`config.mk`:
```
export PLATFORM = sky130hd
export DESIGN_NAME = adc_uart_packer
export DESIGN_NICKNAME = d
export VERILOG_FILES = /design/src/rtl/giraffe_pkg.sv /design/src/rtl/sync_fifo.sv /design/src/rtl/adc_uart_packer.sv
export SDC_FILE = /design/constraint.sdc
export NUM_CORES = 1
export LEC_CHECK = 0
export BUFFER_PORTS_ARGS = -buffer_cell sky130_fd_sc_hd__buf_2
export CAP_MARGIN = 15
export CORE_MARGIN = 10
export CORE_UTILIZATION = 60
export CTS_BUF_LIST = sky130_fd_sc_hd__clkbuf_8
export DETAILED_ROUTE_END_ITERATION = 12
export PLACE_DENSITY = 0.79
export SETUP_SLACK_MARGIN = 0.1
export SLEW_MARGIN = 5
export SYNTH_ARGS = -nofsm -noshare
export SYNTH_HDL_FRONTEND = slang
export SYNTH_SLANG_ARGS = --single-unit
```
`constraint.sdc`:
```
create_clock -name clk -period 3.8 [get_ports clk]
set_clock_uncertainty 0.2 [all_clocks]
set_input_delay 0.57 -clock clk [delete_from_list [all_inputs] [get_ports clk]]
set_output_delay 0.57 -clock clk [all_outputs]
set_load 0.01 [all_outputs]
```
`src/rtl/giraffe_pkg.sv`:
```
// Shared definitions for the ADC-to-UART frame packer: FSM encoding,
// default frame header and the running checksum update.
package giraffe_pkg;

   typedef enum logic [1:0] {
      ST_IDLE = 2'd0,
      ST_HEAD = 2'd1,
      ST_DATA = 2'd2,
      ST_CSUM = 2'd3
   } state_t;

   localparam logic [7:0] HEADER_DEFAULT = 8'hA5;

   function automatic logic [7:0] csum_update(input logic [7:0] csum,
                                              input logic [7:0] data);
      return csum ^ data;
   endfunction

endpackage

```
`src/rtl/sync_fifo.sv`:
```
// Single-clock FIFO with show-ahead read data; pointers carry one extra
// wrap bit so full and empty are distinguished without a separate counter.
module sync_fifo #(
   parameter int WIDTH = 8,
   parameter int DEPTH = 16
) (
   input  logic                     clk,
   input  logic                     rst,
   input  logic                     push,
   input  logic                     pop,
   input  logic [WIDTH-1:0]         wdata,
   output logic [WIDTH-1:0]         rdata,
   output logic                     full,
   output logic                     empty,
   output logic [$clog2(DEPTH):0]   level
);

   localparam int AW = $clog2(DEPTH);

   logic [WIDTH-1:0] mem_r [DEPTH];
   logic [AW:0]      wr_ptr_r;
   logic [AW:0]      rd_ptr_r;
   logic             do_pop_s;
   logic             do_push_s;

   // A push into a full FIFO is legal when the same cycle pops a word.
   always_comb begin
      do_pop_s  = pop & ~empty;
      do_push_s = push & (~full | do_pop_s);
   end

   assign empty = (wr_ptr_r == rd_ptr_r);
   assign full  = (wr_ptr_r[AW] != rd_ptr_r[AW]) &&
                  (wr_ptr_r[AW-1:0] == rd_ptr_r[AW-1:0]);
   assign level = wr_ptr_r - rd_ptr_r;
   assign rdata = mem_r[rd_ptr_r[AW-1:0]];

   // Pointer registers.
   always_ff @(posedge clk or posedge rst) begin
      if (rst) begin
         wr_ptr_r <= '0;
         rd_ptr_r <= '0;
      end else begin
         if (do_push_s) begin
            wr_ptr_r <= wr_ptr_r + {{AW{1'b0}}, 1'b1};
         end
         if (do_pop_s) begin
            rd_ptr_r <= rd_ptr_r + {{AW{1'b0}}, 1'b1};
         end
      end
   end

   // Storage array; contents are only observed behind valid pointers.
   always_ff @(posedge clk) begin
      if (do_push_s) begin
         mem_r[wr_ptr_r[AW-1:0]] <= wdata;
      end
   end

endmodule

```
`src/rtl/adc_uart_packer.sv`:
```
// Buffers ADC samples and emits them as UART frames: header byte,
// FRAME_LEN data bytes, then the XOR checksum of the data bytes.
module adc_uart_packer
   import giraffe_pkg::*;
#(
   parameter int         NUM_bit    = 6,
   parameter int         FIFO_DEPTH = 16,
   parameter int         FRAME_LEN  = 256,
   parameter logic [7:0] HEADER     = HEADER_DEFAULT
) (
   input  logic                          clk,
   input  logic                          rst,
   input  logic                          enable,
   input  logic                          sample_vld,
   input  logic [NUM_bit-1:0]            sample_data,
   input  logic                          uart_rdy,
   output logic                          uart_wreq,
   output logic [7:0]                    uart_wdata,
   output logic [$clog2(FIFO_DEPTH):0]   fifo_level,
   output logic                          overflow,
   output logic [15:0]                   frames_sent,
   output logic                          busy
);

   localparam logic [15:0] LAST_IDX = 16'(FRAME_LEN - 1);

   state_t      state_r;
   state_t      state_s;
   logic [15:0] sample_cnt_r;
   logic [7:0]  csum_r;
   logic        wreq_r;
   logic [7:0]  wdata_r;
   logic        overflow_r;
   logic [15:0] frames_r;
   logic        busy_r;

   logic [7:0]  fifo_in_s;
   logic [7:0]  fifo_rdata_s;
   logic        fifo_full_s;
   logic        fifo_empty_s;
   logic        push_req_s;
   logic        pop_s;
   logic        drop_s;
   logic        write_ok_s;
   logic        send_s;
   logic [7:0]  send_data_s;
   logic        clr_s;
   logic        frame_done_s;

   // Zero-extend the sample and qualify capture requests.
   always_comb begin
      fifo_in_s              = 8'h00;
      fifo_in_s[NUM_bit-1:0] = sample_data;
      push_req_s             = sample_vld & enable;
      drop_s                 = push_req_s & fifo_full_s & ~pop_s;
      // uart_rdy lags a write by one cycle, so the cycle after wreq is blanked.
      write_ok_s             = uart_rdy & ~wreq_r;
   end

   sync_fifo #(
      .WIDTH (8),
      .DEPTH (FIFO_DEPTH)
   ) u_fifo (
      .clk   (clk),
      .rst   (rst),
      .push  (push_req_s),
      .pop   (pop_s),
      .wdata (fifo_in_s),
      .rdata (fifo_rdata_s),
      .full  (fifo_full_s),
      .empty (fifo_empty_s),
      .level (fifo_level)
   );

   // Frame sequencing and byte selection.
   always_comb begin
      state_s      = state_r;
      pop_s        = 1'b0;
      send_s       = 1'b0;
      send_data_s  = 8'h00;
      clr_s        = 1'b0;
      frame_done_s = 1'b0;
      case (state_r)
         ST_IDLE: begin
            if (enable && !fifo_empty_s) begin
               state_s = ST_HEAD;
               clr_s   = 1'b1;
            end else begin
               state_s = ST_IDLE;
            end
         end
         ST_HEAD: begin
            if (write_ok_s) begin
               send_s      = 1'b1;
               send_data_s = HEADER;
               state_s     = ST_DATA;
            end else begin
               state_s = ST_HEAD;
            end
         end
         ST_DATA: begin
            if (write_ok_s && !fifo_empty_s) begin
               pop_s       = 1'b1;
               send_s      = 1'b1;
               send_data_s = fifo_rdata_s;
               if (sample_cnt_r == LAST_IDX) begin
                  state_s = ST_CSUM;
               end else begin
                  state_s = ST_DATA;
               end
            end else begin
               state_s = ST_DATA;
            end
         end
         ST_CSUM: begin
            if (write_ok_s) begin
               send_s       = 1'b1;
               send_data_s  = csum_r;
               frame_done_s = 1'b1;
               state_s      = ST_IDLE;
            end else begin
               state_s = ST_CSUM;
            end
         end
         default: begin
            state_s = ST_IDLE;
         end
      endcase
   end

   // State register.
   always_ff @(posedge clk or posedge rst) begin
      if (rst) begin
         state_r <= ST_IDLE;
         busy_r  <= 1'b0;
      end else begin
         state_r <= state_s;
         busy_r  <= (state_s != ST_IDLE);
      end
   end

   // Per-frame sample counter and running checksum.
   always_ff @(posedge clk or posedge rst) begin
      if (rst) begin
         sample_cnt_r <= 16'd0;
         csum_r       <= 8'h00;
      end else if (clr_s) begin
         sample_cnt_r <= 16'd0;
         csum_r       <= 8'h00;
      end else if (pop_s) begin
         sample_cnt_r <= sample_cnt_r + 16'd1;
         csum_r       <= csum_update(csum_r, fifo_rdata_s);
      end
   end

   // UART write port; data holds its last value between requests.
   always_ff @(posedge clk or posedge rst) begin
      if (rst) begin
         wreq_r  <= 1'b0;
         wdata_r <= 8'h00;
      end else begin
         wreq_r <= send_s;
         if (send_s) begin
            wdata_r <= send_data_s;
         end
      end
   end

   // Sticky overflow flag and completed-frame counter.
   always_ff @(posedge clk or posedge rst) begin
      if (rst) begin
         overflow_r <= 1'b0;
         frames_r   <= 16'd0;
      end else begin
         if (drop_s) begin
            overflow_r <= 1'b1;
         end
         if (frame_done_s) begin
            frames_r <= frames_r + 16'd1;
         end
      end
   end

   assign uart_wreq   = wreq_r;
   assign uart_wdata  = wdata_r;
   assign overflow    = overflow_r;
   assign frames_sent = frames_r;
   assign busy        = busy_r;

endmodule

```
Yosys cells after proc, flatten, opt, wreduce, memory -nomap -nowiden

Memories as Yosys holds them, arrays and structs flattened.
Cells that the tools add are included.

Bits in registers: 63
Bits in writable memories: 96
Bits of input ports: 11
Output and inout bits: 32
Logic and storage cells: 66
Memories kept: 1

Add/subtract/negate cells: 5
Equality and inequality tests: 7
Multiplexer cells: 23
Bitwise logic cells: 12
Reductions and logical operators: 8

Memory list:

| memory       | words | bits a word | rd ports | clocked after Yosys merged registers in | write ports | RTL line        | text |
|---|---|---|---|---|---|---|---|
| u_fifo.mem_r | 16    | 6           | 1        | 0                                       | 1           | sync_fifo.sv:20 | `logic [WIDTH-1:0] mem_r [DEPTH];` |

Operators by type and width:

| operator              | number |
|---|---|
| $mux 8                | 5 |
| $add 16x1->16 const B | 2 |
| $mux 16               | 2 |
| $pmux 8 s3            | 1 |
| $eq 16x8->1 const B   | 1 |
| $add 5x1->5 const B   | 2 |
| $mux 1                | 10 |
| $pmux 2 s4            | 1 |
| $xor 8x8->8           | 1 |
| $and 1x1->1           | 6 |
| $mux 2                | 3 |
| $eq 5x5->1            | 1 |
| $sub 5x5->5           | 1 |
| $eq 2x2->1 const B    | 2 |
| $eq 4x4->1            | 1 |
| $not 1->1             | 4 |
| $reduce_bool 2->1     | 2 |
| $logic_and 1x1->1     | 3 |
| $eq 2x1->1 const B    | 1 |
| $logic_not 2->1       | 1 |
| $pmux 1 s2            | 1 |
| $reduce_or 2->1       | 1 |
| $logic_not 1->1       | 1 |
| $ne 1x1->1            | 1 |
| $or 1x1->1            | 1 |

Depth between registers and ports, before layout

Gate-level depths: netlist of the first run.

Depth in word-level cells: 10
Mapped depth: 9
Mapped depth without buffers: 7

Hierarchy

From an unflattened synthesis of the first run, not the netlist that was laid out.

Cells, all modules: 541
Area total of the unflattened synthesis: 8,287.9 sq um

By module, submodules not included:

| module          | instances | cells each | area an instance (sq um) | seq. area each (sq um) |
|---|---|---|---|---|
| sync_fifo       | 1         | 299        | 5,695.5                  | 4,093.9 |
| adc_uart_packer | 1         | 242        | 2,592.5                  | 1,326.3 |

Least setup slack after synthesis of the first run

Ideal clock, no wire load.

Path type: reg-to-reg
From: register u_fifo.rd_ptr_r[1]
To: memory u_fifo.mem_r[1][0] (netlist name) (enable)
Library setup time: 0.377 ns
Arrival: 2.634 ns
Data required time: 3.223 ns
Setup slack: 0.589 ns
Cell stages (with the launch flop): 10
Path buffers: 3
Clock period less this slack: 3.211 ns
Cell sequence: dfrtp_1 > buf_2 > buf_4 > inv_2 > ha_1 > nand4_2 > clkbuf_1 > o31a_1 > nand2_1 > nor3_1

Cells in the longest elaborated chain, start to end: 10
Elaborated cells between the ends (all ways): 14
Classes of those cells: eq/ne: 2; mux: 4; bitwise: 5; reduce/logical: 3

RTL lines:

| what                             | RTL line               | text |
|---|---|---|
| start: declaration               | sync_fifo.sv:22        | `logic [AW:0] rd_ptr_r;` |
| start signal: assignment         | sync_fifo.sv:48        | `rd_ptr_r <= rd_ptr_r + {{AW{1'b0}}, 1'b1};` |
| $eq 5x5->1                       | sync_fifo.sv:32        | `assign empty = (wr_ptr_r == rd_ptr_r);` |
| $logic_not 1->1                  | adc_uart_packer.sv:102 | `if (write_ok_s && !fifo_empty_s) begin` |
| $logic_and 1x1->1                | adc_uart_packer.sv:102 |  |
| $mux 1                           | adc_uart_packer.sv:102 |  |
| $mux 1                           | adc_uart_packer.sv:83  | `case (state_r)` |
| $and 1x1->1                      | sync_fifo.sv:28        | `do_pop_s = pop & ~empty;` |
| $or 1x1->1 (*)                   | sync_fifo.sv:29        | `do_push_s = push & (~full \| do_pop_s);` |
| $and 1x1->1 (*)                  | sync_fifo.sv:29        |  |
| $mux 1 (*)                       | sync_fifo.sv:55        | `if (do_push_s) begin` |
| $mux 1 (implied by the code) (*) | sync_fifo.sv:56        | `mem_r[wr_ptr_r[AW-1:0]] <= wdata;` |
| end: declaration                 | sync_fifo.sv:20        |  |

Mark *: on every way between the ends. The rest lies on a longest branch, timed or not.

Worst setup path after layout of the first run

From: register u_fifo.wr_ptr_r[0]
To: output port fifo_level[4]

Cells in the longest elaborated chain, start to end: 1

RTL lines:

| what                     | RTL line              | text |
|---|---|---|
| start: declaration       | sync_fifo.sv:21       | `logic [AW:0] wr_ptr_r;` |
| start signal: assignment | sync_fifo.sv:45       | `wr_ptr_r <= wr_ptr_r + {{AW{1'b0}}, 1'b1};` |
| $sub 5x5->5              | sync_fifo.sv:35       | `assign level = wr_ptr_r - rd_ptr_r;` |
| end: declaration         | adc_uart_packer.sv:19 | `output logic [$clog2(FIFO_DEPTH):0] fifo_level,` |

Every way passes these cells.

==> metrics, run 1 <==
worst slew pin tran=about 0.97 ns; post-CTS setup buffers=0; row count=39; Synth warnings=0; ranking of synthesized cells by area=edfxtp_1, dfrtp_1, mux4_2; Avg Inst Size Synth=around 15 µm²; Avg WL per Cell=20.8 µm; Overflow after GRT=0; most frequent cells in the layout=edfxtp_1, dfrtp_1, buf_2, nand2_1, xnor2_1; Hold WC Path Type=input port to asynchronous set/reset pin; height of the die=127 µm; #FFs+latches synth=157; Req. time, crit path=3.03 ns; RSZ-0062 raised after global routing=false; first-pass detailed-route iteration total=5; I/O pin count=43; final wirelength=13900 µm; Startpoint Class=flip-flop; Vias/cell=6.21; layout cell share with drive strength beyond 1=22.5%; vias in the first global route=4168; Async SR Flop Fraction=38.9%; Setup CP Type=flip-flop to output pin; I/O Buffers=42; final RePlAce weighted congestion=0.900; final period utilization=81.8%; CTS buffer count=17; Final ANT Viol Nets=0; Clock Latency Late Sink=around 0.46 ns; Clock Pin Slew Worst Setup and Hold Paths=0.09 ns; Root Buffer=clkbuf_8; DRC Markers=0; slew margin rel.=roughly a third; most common cell after layout, fill and taps aside=edfxtp_1; fin cells=667; endpoints failing hold=0; Core Area=between 10000 and 15000 µm²; Total GRT Usage=a little under a fifth; Post-synth EDFFs=96; max_cap viols=0; Post-Syn Instances=between 400 and 500; Tmin final=3.11 ns; initial antenna violation count=0; Cell variety after synth=55; Placed Cells=roughly 640; P_leak=0.00292 µW; Worst Path Arrival=2.34 ns; die area=around 16000 µm²; CTS tree=yes; ANT cells=0; clock buffer depth=2; first-pass GRT wire length=approximately 23000 µm; Post-DP HPWL=9740 µm; Crit Path Max Fanout=4; setup_tns=0 ns; Crit. End Element=output pin; fmax=322 MHz; Syn Nets=483; CTS sink count=around 160; hold buffers post-CTS=0; outcome=complete, no violations; Seq/Total Area, Yosys=approximately 64%; H-tree depth=4; Primary FF master, synth=edfxtp_1; Power Dens Cells=roughly 700 nW/µm²; Area Overhead vs Synth=11.0%; iteration-0 DRC count of the detailed router=between 300 and 400; via count=4141; cts repair resizes=0; Synth top area share=between 40% and 50%; Layout Nets=534; die width=~130 µm; # setup viols final=0; Worst VDD drop=around 0.00063 V; most area-hungry cell type in the Yosys netlist=edfxtp_1; Slew Viols, Final=0; Mapped Area=6870 µm²; Starting Density=60.7%; largest net degree at the start of global routing=37
cell type report:
class,count,area (µm²)
Sequential cell,157,4410
Fill cell,776,3690
Multi-Input combinational cell,270,2310
Timing Repair Buffer,50,270
Clock buffer,17,234
Tap cell,143,179
Clock inverter,15,171
Inverter,15,56.3
where the power goes:
part	internal [µW]	total, µW	switching, µW
clock	648	1250	606
combinational	750	1750	997
sequential	2030	2240	213
metal layers:
| layer | global-route usage [%] | vias up | part of all wire [%] |
|---|---|---|---|
| met5 | 0 | - | 0 |
| met4 | 7.57 | 0 | 2.7 |
| met3 | 5.62 | 34 | 5.4 |
| met2 | 28.4 | 141 | 49 |
| met1 | 23.3 | 2104 | 43 |
| li1 | - | 1862 | - |
logic make-up after synthesis:
family	share of synthesized area, %
AO/OA/AOI/OAI	7.15
buffers and inverters	2.22
adder cells (fa/ha/maj)	2.29
AND/OR/NAND/NOR	9.08
multiplexers	10.6
flip-flops	64.1
XOR/XNOR	4.48
cell usage after synthesis, types with 2 or more instances:
cell type / number
a211oi_1: 2
nand4b_1: 3
xnor2_1: 27
o31ai_1: 8
nand3_1: 9
o211ai_1: 6
and4_1: 3
edfxtp_1: 96
a21boi_0: 2
and3_1: 4
nor3_1: 7
inv_1: 14
or3_1: 4
nand4_1: 9
and2_1: 2
nor2_1: 23
nor4_1: 2
nand2_1: 31
a21o_1: 3
a21oi_1: 16
mux4_2: 24
and3b_1: 2
o211ai_2: 3
mux2i_1: 19
buf_2: 8
buf_1: 2
nor4_2: 2
o22a_1: 5
dfrtp_1: 61
clkbuf_1: 4
ha_1: 11
o21ai_0: 13
or4_1: 6
nand2b_1: 2
xor2_1: 5
buf_4: 3
path summary, 6_finish.rpt:
kind / startpoint / end / slack [ns] / depth (start not counted)
hold reg to reg: frames_sent[15] / frames_sent[15] / 0.27 / 1
max in group asynchronous: rst / uart_wdata[1] / 2.52 / 3
setup / recovery: u_fifo.wr_ptr_r[0] / fifo_level[4] / 0.69 / 8
hold / removal: rst / frames_sent[9] / 0.05 / 2
min in group clk: frames_sent[15] / frames_sent[15] / 0.27 / 1
setup reg to reg: u_fifo.wr_ptr_r[2] / u_fifo.mem_r[5][0] / 1.02 / 6
critical path, cell delays in order, from the launching register on:
cell and delay (ns):
dfrtp_1 0.41, inv_1 0.12, ha_1 0.24, fa_1 0.42, inv_1 0.08, a21o_1 0.12, a21oi_1 0.08, xnor2_1 0.21
buf_2 0.18
metrics by stage:
stage / hold WS, ns / setup slack, ns / area (µm²) / power, µW / utilization [%]
after CTS: 0.0457 / 0.678 / 7630 / 5280 / 67.4
after detailed placement: 0.270 / 1.05 / 7230 / 4040 / 63.8
after global routing: 0.0819 / 0.580 / 7630 / 5550 / 67.4
after global placement: 0.255 / 1.16 / 7230 / 3970 / 63.8
after floorplan: 0.245 / 0.589 / 6870 / 3490 / -
final: 0.0477 / 0.692 / 7630 / 5240 / 67.4
flip-flops by register name (all words and copies together), names as in the netlist:
signal,count
u_fifo.mem_r,96
frames_sent,16
sample_cnt_r,16
uart_wdata,8
csum_r,6
u_fifo.rd_ptr_r,5
u_fifo.wr_ptr_r,5
state_r,2
busy,1
overflow,1
uart_wreq,1
(Power assumes the default switching activity.)
==> run 2: changes to the inputs <==
- clock period: 3.8 -> 3.1 ns (I/O delays scaled with it)
==> run 2 against run 1 <==
Compared with the run above: setup slack got worse by 0.47 ns; first-iteration DRC count fell by 6.3%; power rose by 25%; critical path depth did not move; final cell count rose by 0.15%; hold slack improved by 0.14 ns; clock-buffer cell count did not move; largest cell class unchanged; core utilization rose by 0.48 points; combinational power rose by 23%; clock power rose by 30%.
==> metrics, run 2 (synthesis gave the netlist of run 1 again) <==
CP max stage delay=0.40 ns (was 0.42 ns); Total GRT Usage=17.2% (was 18.2%); Worst VDD drop=0.000523 V (was 0.000627 V); switching power=2240 µW (was 1820 µW); via count=4027 (was 4141); slowest CP cell=fa_1 (unchanged); r2r setup slk=0.34 ns (was 1.02 ns); Root Buffer=clkbuf_8 (unchanged); Clk pwr share=24.8% (was 23.9%); Starting Density=60.7% (unchanged); Avg WL per Cell=19.9 µm (was 20.8 µm); # setup viols final=0 (unchanged); Crit. Startpoint=u_fifo.wr_ptr_r[0] (unchanged); I/O pin count=43 (unchanged); ANT cells=0 (unchanged); CTS sink count=157 (unchanged); Clock Pin Slew Worst Setup and Hold Paths=0.08 ns (was 0.09 ns); sw frac=34.3% (was 34.6%); worst r2r dst=sample_cnt_r[3] (was u_fifo.mem_r[5][0]); r2r startpoint=u_fifo.wr_ptr_r[2] (unchanged); Hold WC Path Type=input port to flip-flop (was input port to asynchronous set/reset pin); Placed Cells=634 (was 635); slew margin rel.=33.9% (was 35.2%); max reg flops=96 (unchanged); Req. time, crit path=2.43 ns (was 3.03 ns); P_leak=0.00293 µW (was 0.00292 µW); Final ANT Viol Nets=0 (unchanged); height of the die=127 µm (unchanged); CTS buffer count=17 (unchanged); Power Dens Cells=850 nW/µm² (was 687 nW/µm²); Vias/cell=6.03 (was 6.21); Slew Viols, Final=0 (unchanged); Tmin final=2.87 ns; outcome=complete, no violations (unchanged); I/O Buffers=42 (unchanged); Sequential Power Share=42.1% (was 42.8%); Hold Crit Start=enable; Startpoint Class=flip-flop (unchanged); Area Overhead vs Synth=11.8% (was 11.0%); fmax=348 MHz; largest net degree at the start of global routing=28 (was 37); final wirelength=13300 µm (was 13900 µm); Clock Latency Late Sink=0.45 ns (was 0.46 ns); die width=127 µm (unchanged); worst slew pin tran=0.986 ns (was 0.967 ns); Crit Path Max Fanout=4 (unchanged); layout cell share with drive strength beyond 1=23.8% (was 22.5%); DRC Markers=0 (unchanged); most common cell after layout, fill and taps aside=edfxtp_1 (unchanged); Crit. End Element=output pin (unchanged); CTS tree=yes (unchanged); fin cells=668 (was 667); H-tree depth=4 (unchanged); final RePlAce weighted congestion=0.891 (was 0.900); Core Area=11300 µm² (unchanged); initial antenna violation count=0 (unchanged); final period utilization=92.7%; row count=39 (unchanged); combinational share of power=33.1% (was 33.3%); Overflow after GRT=0 (unchanged); crit path to=fifo_level[4] (unchanged); first-pass GRT wire length=21900 µm (was 22900 µm); clock buffer depth=2 (unchanged); cell breakdown of the critical path=inv_2 -> ha_1 -> fa_1 -> inv_1 -> a21o_1 -> a21oi_1 -> xnor2_1 -> buf_2 (was inv_1 -> ha_1 -> fa_1 -> inv_1 -> a21o_1 -> a21oi_1 -> xnor2_1 -> buf_2); Worst Path Arrival=2.21 ns (was 2.34 ns); endpoints failing hold=0 (unchanged); most frequent cells in the layout=edfxtp_1, dfrtp_1, buf_2, nand2_1, xnor2_1 (unchanged); die area=16100 µm² (unchanged); Setup CP Type=flip-flop to output pin (unchanged); Internal=4290 µW (was 3430 µW); first-pass detailed-route iteration total=5 (unchanged); RSZ-0062 raised after global routing=false (unchanged); Worst Reg-to-Reg Cells=6 (unchanged); setup_tns=0 ns (unchanged); max_cap viols=0 (unchanged); vias in the first global route=4168 (unchanged); Post-DP HPWL=9180 µm (was 9740 µm); iteration-0 DRC count of the detailed router=369 (was 394); Layout Nets=535 (was 534)
run 2: cell types whose count changed in the layout (fill, tap and decap cells not counted), sizes merged:
cell	previous run	this run
bufinv	3	4
clkinv	2	6
clkinvlp	3	4
dlygate4sd3	0	1
inv	22	16
run 2: area by class of cell:
cell class	count	area, µm²
Clock buffer	17	234
Clock inverter	15	196
Fill cell	815	3630
Inverter	15	56.3
Multi-Input combinational cell	270	2330
Sequential cell	157	4410
Tap cell	143	179
Timing Repair Buffer	51	284
run 2: worst min-delay path by stage:
stage | to | cells past startpoint
after floorplan | csum_r[0] | 1
after global placement | overflow | 1
after detailed placement | overflow | 1
after CTS | busy | 3
after global routing | u_fifo.mem_r[14][2] | 1
final | busy | 3
run 2: repair_timing:
action / in CTS / in global routing
hold buffers: 1 / 0
buffers inserted: 0 / 1
hold endpoints to repair: 21 / 0
resized for setup: 0 / 2
endpoints found under the setup margin: 0 / 1
run 2: through the flow:
stage | setup WS, ns | total power (µW) | area, µm² | hold WS, ns | util [%]
6_report | 0.226 | 6530 | 7690 | 0.188 | 67.9
5_1_grt | 0.127 | 6880 | 7690 | 0.192 | 67.9
4_1_cts | 0.118 | 6560 | 7670 | 0.158 | 67.8
3_5_place_dp | 0.407 | 4950 | 7230 | 0.246 | 63.9
3_3_place_gp | 0.485 | 4870 | 7230 | 0.239 | 63.9
2_1_floorplan | 0.166 | 4290 | 6890 | 0.245 | -
run 2: worst max-delay path, delay by kind of cell (launching register included):
family,cells,cell delay (ns)
buffers and inverters,3,0.34
DFF,1,0.38
xor gates and xnor gates,1,0.24
adders and majority gates,2,0.61
AOI/OAI and AO/OA,2,0.19
run 2: power by group through the flow:
stage | Clock, µW | Combinational (µW) | Sequential [µW]
2_1_floorplan | 0 | 1580 | 2720
3_3_place_gp | 0 | 2110 | 2770
3_5_place_dp | 0 | 2160 | 2790
4_1_cts | 1650 | 2170 | 2740
5_1_grt | 1730 | 2370 | 2780
6_report | 1620 | 2160 | 2750
run 2: routing by layer:
layer | wire, µm | vias up | part of all wire [%] | track usage (%)
li1 | - | 1859 | - | -
met4 | 232 | 0 | 1.7 | 6.36
met2 | 6720 | 101 | 51 | 27.9
met5 | 0 | - | 0 | 0
met3 | 631 | 20 | 4.8 | 4.88
met1 | 5690 | 2047 | 43 | 21.6
